--- src/rtl/noc_params.sv ---
// Shared flit, port and input-buffer state types for the chiplet router.
package noc_params;

  localparam int unsigned DEST_X_W  = 4;
  localparam int unsigned DEST_Y_W  = 4;
  localparam int unsigned PAYLOAD_W = 16;

  typedef enum logic [1:0] {
    HEAD     = 2'd0,
    BODY     = 2'd1,
    TAIL     = 2'd2,
    HEADTAIL = 2'd3
  } flit_type_t;

  typedef enum logic [2:0] {
    LOCAL = 3'd0,
    NORTH = 3'd1,
    SOUTH = 3'd2,
    EAST  = 3'd3,
    WEST  = 3'd4
  } port_t;

  typedef enum logic [1:0] {
    IDLE    = 2'd0,
    ROUTING = 2'd1,
    ACTIVE  = 2'd2
  } ib_state_t;

  typedef struct packed {
    flit_type_t             flit_type;
    logic [DEST_X_W-1:0]    x_dest;
    logic [DEST_Y_W-1:0]    y_dest;
    logic [PAYLOAD_W-1:0]   payload;
  } flit_t;

  function automatic logic is_head_type(input flit_type_t t);
    return (t == HEAD) || (t == HEADTAIL);
  endfunction

  function automatic logic is_tail_type(input flit_type_t t);
    return (t == TAIL) || (t == HEADTAIL);
  endfunction

endpackage

--- src/rtl/chiplet_circular_buffer.sv ---
// Circular flit FIFO: wrapping pointers, occupancy counter, full/empty flags.
// A push while full is accepted only when a pop frees a slot in the same cycle.
module chiplet_circular_buffer
  import noc_params::*;
#(
  parameter int unsigned BUFFER_DEPTH = 8
) (
  input  logic  clk_i,
  input  logic  rst_ni,
  input  flit_t data_i,
  input  logic  write_i,
  input  logic  read_i,
  output flit_t data_o,
  output logic  is_empty_o,
  output logic  is_full_o
);

  localparam int unsigned PTR_W = $clog2(BUFFER_DEPTH);

  flit_t            r_mem [BUFFER_DEPTH];
  logic [PTR_W-1:0] r_wr_ptr;
  logic [PTR_W-1:0] r_rd_ptr;
  logic [PTR_W:0]   r_count;
  logic             w_push;
  logic             w_pop;

  assign is_empty_o = (r_count == '0);
  assign is_full_o  = (r_count == (PTR_W+1)'(BUFFER_DEPTH));
  assign w_pop      = read_i && !is_empty_o;
  assign w_push     = write_i && (!is_full_o || w_pop);

  always_ff @(posedge clk_i or negedge rst_ni) begin
    if (!rst_ni) begin
      r_wr_ptr <= '0;
      r_rd_ptr <= '0;
      r_count  <= '0;
    end else begin
      if (w_push) r_wr_ptr <= r_wr_ptr + PTR_W'(1);
      if (w_pop)  r_rd_ptr <= r_rd_ptr + PTR_W'(1);
      case ({w_push, w_pop})
        2'b10:   r_count <= r_count + (PTR_W+1)'(1);
        2'b01:   r_count <= r_count - (PTR_W+1)'(1);
        default: r_count <= r_count;
      endcase
    end
  end

  always_ff @(posedge clk_i) begin
    if (w_push) r_mem[r_wr_ptr] <= data_i;
  end

  // Gate the head so stale storage never leaks out while empty.
  assign data_o = is_empty_o ? '0 : r_mem[r_rd_ptr];

endmodule

--- src/rtl/chiplet_input_buffer.sv ---
// Router input port: flit FIFO plus per-packet routing FSM, error and credit logic.
// Define CHIPLET_IB_CREDIT_EN to build the registered credit-return pulse.
module chiplet_input_buffer
  import noc_params::*;
#(
  parameter int unsigned BUFFER_DEPTH     = 8,
  parameter int unsigned DEST_ADDR_SIZE_X = 4,
  parameter int unsigned DEST_ADDR_SIZE_Y = 4
) (
  input  logic                        clk_i,
  input  logic                        rst_ni,
  input  flit_t                       flit_i,
  input  logic                        valid_flit_i,
  output logic [DEST_ADDR_SIZE_X-1:0] x_dest_o,
  output logic [DEST_ADDR_SIZE_Y-1:0] y_dest_o,
  input  port_t                       out_port_i,
  output port_t                       out_port_o,
  output logic                        route_valid_o,
  input  logic                        read_i,
  output flit_t                       flit_o,
  output logic                        is_empty_o,
  output logic                        is_full_o,
  output logic                        credit_o,
  output logic                        error_o
);

  ib_state_t r_state;
  ib_state_t w_state_next;
  port_t     r_out_port;
  logic      r_first;
  logic      r_error;
  flit_t     w_head;
  logic      w_is_empty;
  logic      w_is_full;
  logic      w_pop;
  logic      w_discard;
  logic      w_latch;
  logic      w_route_valid;
  logic      w_overflow;
  logic      w_stray_head;

  chiplet_circular_buffer #(
    .BUFFER_DEPTH (BUFFER_DEPTH)
  ) u_buf (
    .clk_i      (clk_i),
    .rst_ni     (rst_ni),
    .data_i     (flit_i),
    .write_i    (valid_flit_i),
    .read_i     (w_pop),
    .data_o     (w_head),
    .is_empty_o (w_is_empty),
    .is_full_o  (w_is_full)
  );

  always_ff @(posedge clk_i or negedge rst_ni) begin
    if (!rst_ni) r_state <= IDLE;
    else         r_state <= w_state_next;
  end

  always_comb begin
    w_state_next = r_state;
    case (r_state)
      IDLE:    if (!w_is_empty && is_head_type(w_head.flit_type)) w_state_next = ROUTING;
      ROUTING: w_state_next = ACTIVE;
      ACTIVE:  if (w_pop && is_tail_type(w_head.flit_type)) w_state_next = IDLE;
      default: w_state_next = IDLE;
    endcase
  end

  always_comb begin
    w_pop         = 1'b0;
    w_discard     = 1'b0;
    w_latch       = 1'b0;
    w_route_valid = 1'b0;
    case (r_state)
      IDLE: begin
        // A headless BODY/TAIL can never be routed, so drop it here.
        if (!w_is_empty && !is_head_type(w_head.flit_type)) begin
          w_pop     = 1'b1;
          w_discard = 1'b1;
        end
      end
      ROUTING: w_latch = 1'b1;
      ACTIVE: begin
        w_route_valid = !w_is_empty;
        w_pop         = read_i && !w_is_empty;
      end
      default: ;
    endcase
  end

  // r_first marks that the packet's own head is still at the FIFO head.
  assign w_stray_head = (r_state == ACTIVE) && !w_is_empty && !r_first
                        && is_head_type(w_head.flit_type);
  assign w_overflow   = valid_flit_i && w_is_full && !w_pop;

  always_ff @(posedge clk_i or negedge rst_ni) begin
    if (!rst_ni) begin
      r_out_port <= LOCAL;
      r_first    <= 1'b0;
      r_error    <= 1'b0;
    end else begin
      if (w_latch) r_out_port <= out_port_i;
      if (w_latch)    r_first <= 1'b1;
      else if (w_pop) r_first <= 1'b0;
      if (w_overflow || w_discard || w_stray_head) r_error <= 1'b1;
    end
  end

`ifdef CHIPLET_IB_CREDIT_EN
  logic r_credit;
  always_ff @(posedge clk_i or negedge rst_ni) begin
    if (!rst_ni) r_credit <= 1'b0;
    else         r_credit <= w_pop;
  end
  assign credit_o = r_credit;
`else
  assign credit_o = 1'b0;
`endif

  assign x_dest_o      = DEST_ADDR_SIZE_X'(w_head.x_dest);
  assign y_dest_o      = DEST_ADDR_SIZE_Y'(w_head.y_dest);
  assign out_port_o    = r_out_port;
  assign route_valid_o = w_route_valid;
  assign flit_o        = w_head;
  assign is_empty_o    = w_is_empty;
  assign is_full_o     = w_is_full;
  assign error_o       = r_error;

endmodule

--- config.mk ---
export PLATFORM = sky130hd
export DESIGN_NAME = chiplet_input_buffer
export DESIGN_NICKNAME = d
export VERILOG_FILES = /design/src/rtl/noc_params.sv /design/src/rtl/chiplet_circular_buffer.sv /design/src/rtl/chiplet_input_buffer.sv
export SDC_FILE = /design/constraint.sdc
export NUM_CORES = 1
export LEC_CHECK = 0
export CAP_MARGIN = 20
export CORE_MARGIN = 4
export CORE_UTILIZATION = 40
export CTS_CLUSTER_DIAMETER = 200
export CTS_CLUSTER_SIZE = 8
export DETAILED_ROUTE_END_ITERATION = 7
export DONT_BUFFER_PORTS = 1
export PLACE_DENSITY_LB_ADDON = 0.2
export SYNTH_ARGS = -nofsm -noshare
export SYNTH_HDL_FRONTEND = slang
export SYNTH_SLANG_ARGS = --single-unit
--- constraint.sdc ---
create_clock -name clk_i -period 10.3 [get_ports clk_i]
set_clock_uncertainty 0.1 [all_clocks]
set_input_delay 0 -clock clk_i [delete_from_list [all_inputs] [get_ports clk_i]]
set_output_delay 0 -clock clk_i [all_outputs]
set_load 0.05 [all_outputs]
==> flow_summary_export.csv <==
group,metric,value,unit
setup_path,critical_path.n_buffers_inverters,1,
timing,finalSetupViolCount,0,
detailed_routing,detailroute.via_count,4073,
setup_path,worst-setup-path-type,"flip-flop to flip-flop",
clocking,ctsHtreeMaxLevel,2,
timing,timing_worst_slew_pin_value,1.10,ns
setup_path,worst_r2r_endpoint,"u_buf.r_count[2]$_DFFE_PN0P_",
setup_path,end_kind,"flip-flop",
timing,grt_setup_unrepaired,"false",
setup_path,critPathSlowestCell,"sky130_fd_sc_hd__nor2_1",
finish,area.growth.synth_to_final,17.6,%
clocking,cts-buffers-inserted,34,
timing,max_transition_viols_final,0,
timing,final_critical_period,4.53,ns
floorplan,io_pins,75,
setup_path,cpLargestDelayFamily,"simple AND/OR/NAND/NOR gates",
yosys,synth.yosys.warnings,0,
clocking,cts_setup_buffers,0,
finish,finish.net_count,514,
worst_hold_path,timing.hold.worst_path_depth,3,
worst_hold_path,worstHoldStart,"valid_flit_i",
timing,worst_hold_slack,0.0295,ns
yosys,synth_enable_flop_cells,208,
setup_path,crit_path_max_fanout,25,
global_route,via_count_of_the_first_global_routing_pass,4521,
place,dp.final_hpwl,8880,µm
clocking,cts_tree,"done",
setup_path,r2r-start,"u_buf.r_rd_ptr[0]$_DFFE_PN0P_",
global_route,first_pass_grt_wire_length,26000,µm
floorplan,die_width,158,µm
finish,layout-drive-gt1-share,24.1,%
detailed_routing,via_per_inst,5.35,
global_route,grt_overflow,0,
detailed_routing,drt-pass1-iter-count,4,
global_route,grtUsageTotal,13.9,%
timing,timing.fmax,0.221,GHz
detailed_routing,drtAntennaViolNets,0,
clocking,clkSinkCount,225,
yosys,synth.yosys.seq_area_share,74.2,%
timing,finalHoldViolCount,0,
global_route,antenna_found_initial,0,
detailed_routing,drt_iter0_markers,157,
worst_hold_path,hold_end,"u_buf.r_mem[1][21]$_DFFE_PP_",
clocking,worst_skew_late_latency,0.49,ns
yosys,postSynthRegisterBits,225,
yosys,ys_types,38,
clocking,clock_tree.root_cell,"sky130_fd_sc_hd__clkbuf_16",
yosys,syn-num-nets,465,
finish,num_antenna_cells,0,
yosys,synth.avg_cell_area,21.2,µm²
floorplan,core_area,22000,µm²
clocking,cts.clk_slew.worst_paths,0.05,ns
timing,finalSetupTns,0,ns
place,gpl.final_weighted_congestion,0.746,
yosys,synth_async_sr_flop_share,7.56,%
yosys,synth_cells,425,
global_route,grt_start_max_net_pins,55,
setup_path,cell_count_of_the_worst_reg_to_reg_path,15,
detailed_routing,routed_wl,16900,µm
clocking,number_of_gates_given_a_new_drive_strength_after_cts,0,
floorplan,floorplan.die_area,24900,µm²
floorplan,rows,54,
worst_hold_path,worst_hold_path_type,"primary input to flip-flop",
detailed_routing,post-route-drc-count,0,
clocking,ctsLongestPathBuffers,3,
timing,timing.final.crit_share,44.0,%
flow_run,maxCapViolations,0,
setup_path,timing.critical_path.cells,"buf_4, mux4_1, mux2i_1, nor2_1, ha_1, mux2i_1, o21ai_4, nand2_2, ha_1, xor2_1, ha_1, a21oi_1, xor2_1, nor2_1, xor2_1",
floorplan,die_y,158,µm
run_status,run_status,"completed",
setup_path,worst_path_largest_cell_delay,0.87,ns
floorplan,initial_core_util,41.0,%
setup_path,r2r_setup_slack,5.77,ns
yosys,post_synth_instance_area,8990,µm²
setup_path,worst_ep_required_time,10.56,ns
setup_path,critical_path.startpoint_type,"flip-flop",
timing,maxSlewHeadroom,26.4,%
detailed_routing,route.detailed.wl_per_inst,22.1,µm
yosys,postSynth.topFlopCell,"sky130_fd_sc_hd__edfxtp_1",
setup_path,worstPathArrival,4.79,ns
place,io_buffer_count,0,
cell usage in the layout (no fill, tap or decap), types with 5 or more instances in the layout:
cell / netlist / final
sky130_fd_sc_hd__nor2_1: 35 / 21
sky130_fd_sc_hd__nor2_4: 0 / 6
sky130_fd_sc_hd__nor2_2: 0 / 8
sky130_fd_sc_hd__xnor2_1: 5 / 5
sky130_fd_sc_hd__buf_4: 11 / 6
sky130_fd_sc_hd__clkbuf_1: 1 / 6
sky130_fd_sc_hd__mux4_2: 40 / 40
sky130_fd_sc_hd__ha_1: 7 / 7
sky130_fd_sc_hd__mux2i_1: 27 / 27
sky130_fd_sc_hd__mux4_1: 12 / 12
sky130_fd_sc_hd__edfxtp_1: 208 / 208
sky130_fd_sc_hd__dlygate4sd3_1: 0 / 33
sky130_fd_sc_hd__dfrtp_1: 17 / 14
sky130_fd_sc_hd__clkbuf_16: 0 / 35
state kept, by name (all words and copies together), names as in the netlist:
register and cells:
u_buf.r_mem 208, u_buf.r_count 4, out_port_o 3, u_buf.r_rd_ptr 3, u_buf.r_wr_ptr 3, r_state 2, error_o 1, r_first 1
area by class of cell:
cell class,instances,area [µm²]
clock inverter,3,41.3
fill,1775,11400
multi-input combinational,171,2200
clock buffer,41,898
tap,280,350
timing repair buffer,40,403
sequential,225,6680
inverter,2,7.51
metal layers:
layer	global-route usage (%)	vias to the layer above	wire, µm
li1	-	1817	-
met1	18.1	2131	7490
met2	23.0	96	8230
met3	3.55	29	806
met4	4.63	0	344
met5	0	-	0
tightest hold or removal path, delay by kind of cell:
family / cells / cell delay, ns
simple gates: 2 / 0.14
buf+inv: 1 / 0.25
synthesized netlist by cell type (all sizes together) (2+ instances only):
cell type	n	area, µm²
a21oi	2	10.0
nor2	35	131
edfxtp	208	6250
nor4b	2	32.5
inv	2	7.51
nor4	3	33.8
ha	7	87.6
nor3	5	36.3
mux2	6	71.3
nand2	5	21.3
nand3b	2	15.0
nand2b	3	18.8
xor2	4	35.0
nor2b	2	12.5
nand3	3	15.0
mux2i	27	270
o21ai	2	21.3
buf	26	195
dfrtp	17	425
xnor2	5	43.8
mux4	52	1220
what timing repair did:
item / CTS / global route
endpoints found under the hold margin: 239 / 0
hold buffers: 33 / 0
endpoints found under the setup margin: 0 / 0
cells by family after synthesis:
family / count (synthesis) / synth area share (%)
AOI/OAI and AO/OA: 7 / 0.626
xor gates and xnor gates: 9 / 0.876
adders and majority gates: 7 / 0.974
buffers and inverters: 29 / 2.30
DFF: 225 / 74.2
muxes: 85 / 17.3
other: 1 / 0.0417
and+or+nand+nor: 62 / 3.70
worst max path at each step:
stage                                   from                            to  slack (ns)  cells past startpoint
2_1_floorplan  u_buf.r_rd_ptr[0]$_DFFE_PN0P_   u_buf.r_mem[5][0]$_DFFE_PP_        5.34                     10
3_3_place_gp   u_buf.r_rd_ptr[0]$_DFFE_PN0P_  u_buf.r_count[2]$_DFFE_PN0P_        5.29                     15
3_5_place_dp   u_buf.r_rd_ptr[0]$_DFFE_PN0P_  u_buf.r_count[2]$_DFFE_PN0P_        5.25                     15
4_1_cts        u_buf.r_rd_ptr[0]$_DFFE_PN0P_  u_buf.r_count[2]$_DFFE_PN0P_        5.22                     15
5_1_grt        u_buf.r_rd_ptr[0]$_DFFE_PN0P_  u_buf.r_count[2]$_DFFE_PN0P_        5.46                     15
6_report       u_buf.r_rd_ptr[0]$_DFFE_PN0P_  u_buf.r_count[2]$_DFFE_PN0P_        5.77                     15
stage by stage:
stage	setup slack, ns	instances	utilization, %	area, µm²
2_1_floorplan	5.34	425	-	8990
3_3_place_gp	5.29	684	42.3	9280
3_5_place_dp	5.25	684	42.3	9280
4_1_cts	5.22	761	48.0	10500
5_1_grt	5.46	762	48.2	10600
6_report	5.77	762	48.2	10600
Power is left out: the tool's default activity adds up to more than one toggle a clock period on the data nets, which glitch-free logic cannot reach.
